`config.mk`:
```
export PLATFORM = sky130hd
export DESIGN_NAME = mem_port_arbiter_flat
export DESIGN_NICKNAME = d
export VERILOG_FILES = /design/src/rtl/mem_arb_pkg.sv /design/src/rtl/mem_port_arbiter_if.sv /design/src/rtl/mem_arb_pick.sv /design/src/rtl/mem_port_arbiter.sv /design/src/flat_wrapper.sv
export SDC_FILE = /design/constraint.sdc
export NUM_CORES = 1
export LEC_CHECK = 0
export CAP_MARGIN = 5
export CORE_AREA = 3 3 188 190
export DETAILED_ROUTE_END_ITERATION = 7
export DIE_AREA = 0 0 191 193
export HOLD_SLACK_MARGIN = 0.08
export PLACE_DENSITY_LB_ADDON = 0.08
export SYNTH_ARGS = -nofsm -noshare
export SYNTH_HDL_FRONTEND = slang
export SYNTH_SLANG_ARGS = --single-unit
```
`constraint.sdc`:
```
create_clock -name clk -period 2.75 [get_ports clk]
set_input_delay 0.55 -clock clk [delete_from_list [all_inputs] [get_ports clk]]
set_output_delay 0.55 -clock clk [all_outputs]
set_load 0.01 [all_outputs]
```
`src/rtl/mem_arb_pkg.sv`:
```
// mem_arb_pkg: shared types and constants for the memory port arbiter
package mem_arb_pkg;
    localparam int INSTR_W = 32;
    typedef enum logic [1:0] {IDLE, FETCH, DATA} arb_state_t;
    typedef enum logic {G_FETCH, G_DATA} grant_t;
endpackage

```
`src/rtl/mem_port_arbiter_if.sv`:
```
// mem_port_arbiter_if: fetch, data and memory-side signals of the shared memory port
interface mem_port_arbiter_if #(
    parameter int ADDR_W = 64,
    parameter int DATA_W = 64
);
    import mem_arb_pkg::*;
    logic               if_req;
    logic [ADDR_W-1:0]  if_addr;
    logic               flush;
    logic [INSTR_W-1:0] if_rdata;
    logic               if_done;
    logic               d_req;
    logic               d_we;
    logic [ADDR_W-1:0]  d_addr;
    logic [DATA_W-1:0]  d_wdata;
    logic [DATA_W-1:0]  d_rdata;
    logic               d_done;
    logic               mem_req;
    logic               mem_we;
    logic [ADDR_W-1:0]  mem_addr;
    logic [DATA_W-1:0]  mem_wdata;
    logic [DATA_W-1:0]  mem_rdata;
    logic               mem_ack;
    logic               stall_if;
    logic               stall_mem;
    modport slave (
        input  if_req, if_addr, flush, d_req, d_we, d_addr, d_wdata, mem_rdata, mem_ack,
        output if_rdata, if_done, d_rdata, d_done, mem_req, mem_we, mem_addr, mem_wdata,
               stall_if, stall_mem
    );
    modport master (
        output if_req, if_addr, flush, d_req, d_we, d_addr, d_wdata, mem_rdata, mem_ack,
        input  if_rdata, if_done, d_rdata, d_done, mem_req, mem_we, mem_addr, mem_wdata,
               stall_if, stall_mem
    );
endinterface

```
`src/rtl/mem_arb_pick.sv`:
```
// mem_arb_pick: two-requester round-robin picker, favouring the port not granted last
module mem_arb_pick
    import mem_arb_pkg::*;
(
    input  logic   req_f,
    input  logic   req_d,
    input  grant_t last_grant,
    output logic   grant_valid,
    output grant_t grant
);
    assign grant_valid = req_f | req_d;
    assign grant = (req_f & req_d) ? ((last_grant == G_DATA) ? G_FETCH : G_DATA)
                                   : (req_d ? G_DATA : G_FETCH);
endmodule

```
`src/rtl/mem_port_arbiter.sv`:
```
// mem_port_arbiter: shares one variable-latency memory between fetch and data ports
module mem_port_arbiter
    import mem_arb_pkg::*;
#(
    parameter int ADDR_W = 64,
    parameter int DATA_W = 64
) (
    input logic clk,
    input logic reset_n,
    mem_port_arbiter_if.slave bus
);
    arb_state_t        state, state_nxt;
    grant_t            last_grant, grant;
    logic              grant_valid, drop, we_q, req_f, req_d, drop_now;
    logic [ADDR_W-1:0] addr_q;
    logic [DATA_W-1:0] wdata_q;

    // a port is not regranted in its own done cycle; flush blocks a fetch grant
    assign req_f = bus.if_req & ~bus.flush & ~bus.if_done;
    assign req_d = bus.d_req & ~bus.d_done;
    assign drop_now = drop | bus.flush;

    mem_arb_pick u_pick (
        .req_f      (req_f),
        .req_d      (req_d),
        .last_grant (last_grant),
        .grant_valid(grant_valid),
        .grant      (grant)
    );

    // state register
    always_ff @(posedge clk or negedge reset_n) begin
        if (!reset_n) state <= IDLE;
        else state <= state_nxt;
    end

    // next state: grant from IDLE, return to IDLE on ack (ack in IDLE is stale)
    always_comb begin
        state_nxt = state;
        if (state == IDLE) state_nxt = grant_valid ? ((grant == G_DATA) ? DATA : FETCH) : IDLE;
        else if (bus.mem_ack) state_nxt = IDLE;
    end

    // grant latches, fetch drop flag and registered responses
    always_ff @(posedge clk or negedge reset_n) begin
        if (!reset_n) begin
            last_grant   <= G_DATA;
            addr_q       <= '0;
            wdata_q      <= '0;
            we_q         <= 1'b0;
            drop         <= 1'b0;
            bus.if_done  <= 1'b0;
            bus.d_done   <= 1'b0;
            bus.if_rdata <= '0;
            bus.d_rdata  <= '0;
        end else begin
            bus.if_done <= 1'b0;
            bus.d_done  <= 1'b0;
            drop        <= (state == FETCH) & ~bus.mem_ack & drop_now;
            if (state == IDLE && grant_valid) begin
                last_grant <= grant;
                addr_q     <= (grant == G_DATA) ? bus.d_addr : bus.if_addr;
                we_q       <= (grant == G_DATA) & bus.d_we;
                if (grant == G_DATA) wdata_q <= bus.d_wdata;
            end
            if (state == FETCH && bus.mem_ack && !drop_now) begin
                bus.if_done  <= 1'b1;
                bus.if_rdata <= addr_q[2] ? bus.mem_rdata[2*INSTR_W-1:INSTR_W] : bus.mem_rdata[INSTR_W-1:0];
            end
            if (state == DATA && bus.mem_ack) begin
                bus.d_done <= 1'b1;
                if (!we_q) bus.d_rdata <= bus.mem_rdata;
            end
        end
    end

    assign bus.mem_req   = (state != IDLE);
    assign bus.mem_we    = we_q & bus.mem_req;
    assign bus.mem_addr  = addr_q;
    assign bus.mem_wdata = wdata_q;
    assign bus.stall_if  = bus.if_req & ~bus.if_done;
    assign bus.stall_mem = bus.d_req & ~bus.d_done;
endmodule
```
`src/flat_wrapper.sv`:
```
// flat-port wrapper written by rule: the top's interface ports become plain ports
module mem_port_arbiter_flat import mem_arb_pkg::*;
#(
    parameter int ADDR_W = 64,
    parameter int DATA_W = 64
)
  (clk, reset_n, bus_if_req, bus_if_addr, bus_flush, bus_d_req, bus_d_we, bus_d_addr, bus_d_wdata, bus_mem_rdata, bus_mem_ack, bus_if_rdata, bus_if_done, bus_d_rdata, bus_d_done, bus_mem_req, bus_mem_we, bus_mem_addr, bus_mem_wdata, bus_stall_if, bus_stall_mem);
  mem_port_arbiter_if #(.ADDR_W(ADDR_W), .DATA_W(DATA_W)) bus_i ();
  input logic clk;
  input logic reset_n;
  input wire logic [$bits(bus_i.if_req)-1:0] bus_if_req;
  input wire logic [$bits(bus_i.if_addr)-1:0] bus_if_addr;
  input wire logic [$bits(bus_i.flush)-1:0] bus_flush;
  input wire logic [$bits(bus_i.d_req)-1:0] bus_d_req;
  input wire logic [$bits(bus_i.d_we)-1:0] bus_d_we;
  input wire logic [$bits(bus_i.d_addr)-1:0] bus_d_addr;
  input wire logic [$bits(bus_i.d_wdata)-1:0] bus_d_wdata;
  input wire logic [$bits(bus_i.mem_rdata)-1:0] bus_mem_rdata;
  input wire logic [$bits(bus_i.mem_ack)-1:0] bus_mem_ack;
  output wire logic [$bits(bus_i.if_rdata)-1:0] bus_if_rdata;
  output wire logic [$bits(bus_i.if_done)-1:0] bus_if_done;
  output wire logic [$bits(bus_i.d_rdata)-1:0] bus_d_rdata;
  output wire logic [$bits(bus_i.d_done)-1:0] bus_d_done;
  output wire logic [$bits(bus_i.mem_req)-1:0] bus_mem_req;
  output wire logic [$bits(bus_i.mem_we)-1:0] bus_mem_we;
  output wire logic [$bits(bus_i.mem_addr)-1:0] bus_mem_addr;
  output wire logic [$bits(bus_i.mem_wdata)-1:0] bus_mem_wdata;
  output wire logic [$bits(bus_i.stall_if)-1:0] bus_stall_if;
  output wire logic [$bits(bus_i.stall_mem)-1:0] bus_stall_mem;
  assign bus_i.if_req = bus_if_req;
  assign bus_i.if_addr = bus_if_addr;
  assign bus_i.flush = bus_flush;
  assign bus_i.d_req = bus_d_req;
  assign bus_i.d_we = bus_d_we;
  assign bus_i.d_addr = bus_d_addr;
  assign bus_i.d_wdata = bus_d_wdata;
  assign bus_i.mem_rdata = bus_mem_rdata;
  assign bus_i.mem_ack = bus_mem_ack;
  assign bus_if_rdata = bus_i.if_rdata;
  assign bus_if_done = bus_i.if_done;
  assign bus_d_rdata = bus_i.d_rdata;
  assign bus_d_done = bus_i.d_done;
  assign bus_mem_req = bus_i.mem_req;
  assign bus_mem_we = bus_i.mem_we;
  assign bus_mem_addr = bus_i.mem_addr;
  assign bus_mem_wdata = bus_i.mem_wdata;
  assign bus_stall_if = bus_i.stall_if;
  assign bus_stall_mem = bus_i.stall_mem;
  mem_port_arbiter #(.ADDR_W(ADDR_W), .DATA_W(DATA_W)) u_core (.clk(clk), .reset_n(reset_n), .bus(bus_i));
endmodule
```
==> results of run 1 <==
## final timing paths
| check | start | to | slack [ns] | cells past startpoint |
|---|---|---|---|---|
| setup / recovery | u_core.state[1]$_DFFE_PN0P_ | bus_mem_we | 0.16 | 4 |
| hold / removal | u_core.bus.mem_wdata[27]$_DFFE_PN0P_ | u_core.bus.mem_wdata[27]$_DFFE_PN0P_ | 0.49 | 1 |
| setup reg to reg | u_core.state[1]$_DFFE_PN0P_ | u_core.bus.mem_wdata[11]$_DFFE_PN0P_ | 0.63 | 6 |
| hold reg to reg | u_core.bus.mem_wdata[27]$_DFFE_PN0P_ | u_core.bus.mem_wdata[27]$_DFFE_PN0P_ | 0.49 | 1 |
| max in group asynchronous | reset_n | u_core.bus.mem_addr[37]$_DFFE_PN0P_ | 1.45 | 3 |
| min in group asynchronous | reset_n | u_core.bus.d_rdata[39]$_DFFE_PN0P_ | 0.57 | 2 |
## power breakdown
| group | internal [µW] | leakage, µW | switching, µW |
|---|---|---|---|
| clock | 2250 | 0.000445 | 1470 |
| combinational | 5070 | 0.00321 | 3430 |
| sequential | 5100 | 0.00278 | 918 |
| total | 12400 | 0.00644 | 5820 |
## layout make-up
class | count | area [µm²]
flip-flops and latches | 231 | 5780
well taps | 448 | 561
repair buffers | 528 | 5340
diodes | 4 | 10.0
multi-input cells | 340 | 3540
clock inverters | 6 | 90.1
fillers | 3045 | 17500
inverters | 3 | 11.3
clock buffers | 43 | 828
## worst max-delay path, delay by kind of cell, from the launching register on
| family | cells | cell delay (ns) |
|---|---|---|
| buffers and inverters | 2 | 0.66 |
| flip-flops | 1 | 0.41 |
| AND/OR/NAND/NOR | 2 | 0.43 |
## per-stage QoR
step | setup WS [ns] | hold slack, ns | std cells | cell area (µm²)
after floorplan | 0.839 | 0.254 | 631 | 9570
after global placement | 0.137 | 0.469 | 1549 | 15200
after detailed placement | 0.0926 | 0.484 | 1549 | 15200
after CTS | 0.0892 | 0.497 | 1599 | 16200
after global routing | 0.0219 | 0.512 | 1603 | 16200
final | 0.161 | 0.492 | 1603 | 16200
## per-layer routing
layer / track usage (%) / vias up / part of all wire [%] / wire length (µm)
li1: - / 3442 / - / -
met1: 23.1 / 3778 / 39 / 14200
met2: 32.8 / 347 / 49 / 18000
met3: 7.32 / 38 / 10 / 3780
met4: 4.21 / 0 / 1.4 / 509
met5: 0 / - / 0 / 0
## placed cells by master, fill, tap and decap left out, types with 3 or more instances in the layout
cell type,count
clkbuf_1,9
buf_4,24
clkbuf_8,5
diode_2,4
clkbuf_16,29
clkdlybuf4s50_1,491
mux2_2,189
buf_12,11
nor4b_1,64
dfrtp_1,230
a221o_1,64
mux2_1,3
## repair_timing
| action | in CTS | in global routing |
|---|---|---|
| endpoints found under the setup margin | 0 | 0 |
| hold buffers | 1 | 0 |
| endpoints found under the hold margin | 59 | 0 |
| gates resized for setup | 0 | 0 |
## logic make-up (layout without fill, tap and decap cells)
family                 after synthesis  after routing  synth area share (%)
DFF                                231            231                  60.4
muxes                              192            192                  22.6
and+or+nand+nor                     77             77                  6.76
AOI/OAI and AO/OA                   71             71                  7.40
buffers and inverters               60            580                  2.85
other                                0              4                     0
## state kept, by name, summed over array words and instances, names as in the netlist
register,cells
u_core.bus.d_rdata,64
u_core.bus.if_done,1
u_core.bus.mem_wdata,64
u_core.drop,1
u_core.state,2
u_core.bus.d_done,1
u_core.last_grant,1
u_core.bus.if_rdata,32
u_core.we_q,1
u_core.bus.mem_addr,64
==> flow_summary_export.csv, run 1 <==
group,metric,value,unit
outcome,status,"complete, no violations",
power,ir_worst_vdd,0.598,mV
floorplanning,die_y,193,µm
cts,cts.clk_slew.worst_paths,0.05,ns
grt,globalRouteOverflowTotal,0,
setup_path,crit_path_max_fanout,7,
yosys,synth_top_area_cell,"dfrtp_1",
power,power.total,18200,µW
setup_path,cp_slowest_cell,"clkdlybuf4s50_1",
final_layout,postLayoutCoreUtil,48.1,%
floorplanning,fp.coreArea,33600,µm²
cts,clk_latency,0.54,ns
sta,clock_skew,0.0127,ns
floorplanning,die_x,191,µm
yosys,synth_edf_count,0,
final_layout,nNetsFinal,1396,
sta,min_period_over_period,94.1,%
final_layout,areaGrowthSynthToFinish,68.9,%
yosys,syn_area,9570,µm²
floorplanning,row_count,67,
yosys,synth_seq_area_share,60.4,%
sta,slew_headroom,61.1,%
yosys,synth-seq-cells,231,
grt,grt_pass1_wl,54.3,mm
cts,cts_tree,"done",
routing,routed_wirelength,36.5,mm
placement,gp_congestion,0.783,
sta,hold_viol,0,
sta,setup_viol,0,
cts,clock_path_buffers,3,
routing,wl_per_cell,22.8,µm
sta,slew_viol_final,0,
routing,drt_drc_violations_left,0,
yosys,synth_most_common_cell,"dfrtp_1",
floorplanning,start_util,28.5,%
cts,post-cts-setup-buffers,0,
yosys,postSynthCellCount,631,
job,maxCapViolCount,0,
setup_path,start_kind,"flop",
cts,cts.htree.levels,1,
routing,routed-via-count,7605,
setup_path,arrival,2.04,ns
yosys,synthTopCellsByCount,"230 x dfrtp_1, 189 x mux2_2, 64 x a221o_1, 64 x nor4b_1, 29 x clkbuf_1",
sta,setup-tns-final,0,ns
yosys,async_flop_share,100,%
setup_path,cp.required,2.20,ns
routing,drt_iter0_drc,297,
setup_path,crit_path_end_kind,"output pin",
sta,final.min_clock_period,2.59,ns
setup_path,crit_type,"reg2out",
floorplanning,ioPinCount,493,
grt,grt_usage,19.1,%
yosys,syn_avg_cell_area,15.2,µm²
cts,cts_root_buf,"clkbuf_16",
cts,clock_sinks,231,
routing,ant_nets,0,
sta,worst_slew_pin_slew,0.584,ns
routing,dr.pass1.iters,4,
final_layout,drive_gt1_share,23.8,%
grt,grt_pass1_vias,8334,
floorplanning,fp.dieArea,36900,µm²
yosys,synth.area.top_cells,"dfrtp_1 60%, mux2_2 22%, a221o_1 6.7%, nor4b_1 5.9%, buf_2 1.2%",
placement,dpl.hpwl,26.7,mm
yosys,yosys_warnings,0,
yosys,ys.flop_type,"dfrtp_1",
yosys,synthDistinctLibCells,28,
worst_hold_path,hold_path_class,"reg2reg",
power,leakage,0.00644,µW
routing,drt-vias-per-instance,4.74,
sta,rsz0062_at_grt,"false",
sta,fmax,386,MHz
power,powerDensity,1130,nW/µm²
placement,numPortBuffers,492,
setup_path,cp_cell_sequence,"nor2_2 > inv_2 > and2_1 > clkdlybuf4s50_1",
grt,grt_max_degree,66,
yosys,synth_top_area_share,60.1,%
grt,antenna_found_initial,4,
cts,numCtsBuffers,29,
yosys,mappedNetlistNets,894,
setup_path,max_stage_delay,0.51,ns
(Power assumes the default switching activity.)
==> run 2: changes to the inputs <==
Settings changed: CAP_MARGIN 5 to default, RECOVER_POWER from default to 50.
==> run 2 against run 1 <==
The flow now finishes with violations (capacitance limit, slew limit). Largest power group unchanged. Largest cell class unchanged. Non-clock buffer count unchanged. Critical path depth unchanged. Die area unchanged.
==> flow_summary_export.csv, run 2 (synthesis results as in run 1) <==
group,metric,value,unit
outcome,status,"finished, violations left",
outcome,violations,"capacitance limit, slew limit",
routing,wl_per_cell,22.8,µm
routing,routed_wirelength,36.5,mm
power,leakage,0.00638,µW
placement,numPortBuffers,492,
final_layout,final_cell_mix,"489 x clkdlybuf4s50_1, 230 x dfrtp_1, 189 x mux2_2",
power,ir_worst_vdd,0.598,mV
sta,final.min_clock_period,2.51,ns
grt,grt_pass1_wl,54.3,mm
floorplanning,ioPinCount,493,
setup_path,reg2reg_slack,0.48,ns
cts,clock_path_buffers,3,
sta,setup-tns-final,0,ns
routing,drt_iter0_drc,317,
final_layout,layout_commonest_cell,"clkdlybuf4s50_1",
floorplanning,start_util,28.5,%
grt,grt_pass1_vias,8334,
sta,worst_slew_pin_slew,1.85,ns
cts,numCtsBuffers,29,
sta,clock_skew,0.0121,ns
cts,clk_latency,0.54,ns
sta,fmax,399,MHz
cts,cts.clk_slew.worst_paths,0.05,ns
routing,drt_drc_violations_left,0,
sta,hold_viol,0,
final_layout,nNetsFinal,1396,
sta,slew_headroom,-23.4,%
cts,cts.htree.levels,1,
placement,dp_slack,0.0926,ns
sta,min_period_over_period,91.2,%
setup_path,cp_cell_sequence,"nor2_2 > inv_2 > and2_1 > clkdlybuf4s50_1",
floorplanning,fp.coreArea,33600,µm²
setup_path,cp.required,2.20,ns
setup_path,crit_type,"reg2out",
placement,dpl.hpwl,26.7,mm
grt,grt_max_degree,66,
cts,clock_sinks,231,
routing,highest_layer,"met4",
setup_path,cp_slowest_cell,"clkdlybuf4s50_1",
sta,setup_viol,0,
setup_path,rr_worst_depth,4,
cts,cts_tree,"done",
worst_hold_path,whs_path_depth,1,
final_layout,areaGrowthSynthToFinish,67.6,%
worst_hold_path,hold_path_class,"reg2reg",
sta,slew_viol_final,63,
routing,m1WireLength,14.1,mm
floorplanning,die_x,191,µm
grt,antenna_found_initial,6,
worst_hold_path,worstHoldEndpoint,"u_core.bus.mem_wdata[27]$_DFFE_PN0P_",
setup_path,max_stage_delay,0.51,ns
setup_path,crit_path_max_fanout,7,
routing,drt-vias-per-instance,4.74,
grt,globalRouteOverflowTotal,0,
setup_path,arrival,1.96,ns
sta,holdWs,0.492,ns
routing,wl_met3,3.79,mm
cts,cts_root_buf,"clkbuf_16",
setup_path,start_kind,"flop",
worst_hold_path,min_from,"u_core.bus.mem_wdata[27]$_DFFE_PN0P_",
floorplanning,row_count,67,
final_layout,drive_gt1_share,23.1,%
placement,gp_congestion,0.783,
floorplanning,fp.dieArea,36900,µm²
routing,route.met2.wl,18.0,mm
routing,dr.pass1.iters,5,
sta,fin_ws,0.242,ns
setup_path,r2r-end,"u_core.bus.d_rdata[4]$_DFFE_PN0P_",
setup_path,rr_startpoint,"u_core.state[0]$_DFFE_PN0P_",
routing,routed-via-count,7592,
routing,ant_nets,0,
job,maxCapViolCount,1,
floorplanning,die_y,193,µm
cts,cts_resized,0,
sta,rsz0062_at_grt,"false",
setup_path,crit_path_end_kind,"output pin",
grt,grt_usage,19.1,%
power,powerDensity,1130,nW/µm²
-- run 2: worst max path at each step --
stage | from | to | slack (ns) | cells past startpoint
4_1_cts | u_core.state[1]$_DFFE_PN0P_ | bus_mem_we | 0.09 | 4
2_1_floorplan | bus_if_req | u_core.bus.mem_wdata[0]$_DFFE_PN0P_ | 0.84 | 5
5_1_grt | reset_n | u_core.bus.mem_wdata[50]$_DFFE_PN0P_ | 0.01 | 3
6_report | u_core.state[1]$_DFFE_PN0P_ | bus_mem_we | 0.24 | 4
3_3_place_gp | bus_flush | u_core.bus.mem_wdata[5]$_DFFE_PN0P_ | 0.14 | 6
3_5_place_dp | bus_flush | u_core.bus.mem_wdata[59]$_DFFE_PN0P_ | 0.09 | 6
-- run 2: area by class of cell --
| cell class | count | area (µm²) |
|---|---|---|
| multi-input combinational | 340 | 3530 |
| clock buffer | 43 | 828 |
| tap | 448 | 561 |
| inverter | 3 | 11.3 |
| fill | 3066 | 17600 |
| clock inverter | 6 | 90.1 |
| sequential | 231 | 5780 |
| antenna | 4 | 10.0 |
| timing repair buffer | 528 | 5230 |
-- run 2: worst max-delay path: cells and delay by family, from the launching register on --
kind                   cells  cell delay, ns
buffers and inverters      2            0.63
DFF                        1            0.41
and+or+nand+nor            2            0.37
-- run 2: routing by layer --
metal | global-route usage [%] | vias to the layer above
met1 | 23.1 | 3764
li1 | - | 3440
met4 | 4.21 | 0
met5 | 0 | -
met2 | 32.8 | 346
met3 | 7.32 | 42
-- run 2: power breakdown --
| group | leakage [µW] | total, µW | internal, µW | switching (µW) |
|---|---|---|---|---|
| Sequential | 0.00278 | 6010 | 5100 | 915 |
| Clock | 0.000445 | 3720 | 2250 | 1470 |
| Combinational | 0.00315 | 8410 | 5000 | 3410 |
| Total | 0.00638 | 18100 | 12300 | 5800 |
-- run 2: repair_timing --
item                                   4_1_cts  5_1_grt
setup buffers                                0        0
hold buffers                                 1        0
endpoints found under the hold margin       59        0
-- run 2: per-stage QoR --
stage | total power, µW | instance area, µm² | util [%] | instances
after detailed placement | 14700 | 15200 | 45.3 | 1549
final | 18100 | 16000 | 47.7 | 1603
after floorplan | 9570 | 9570 | - | 631
after global routing | 19200 | 16000 | 47.7 | 1603
after global placement | 14600 | 15200 | 45.3 | 1549
after CTS | 18600 | 16200 | 48.1 | 1599
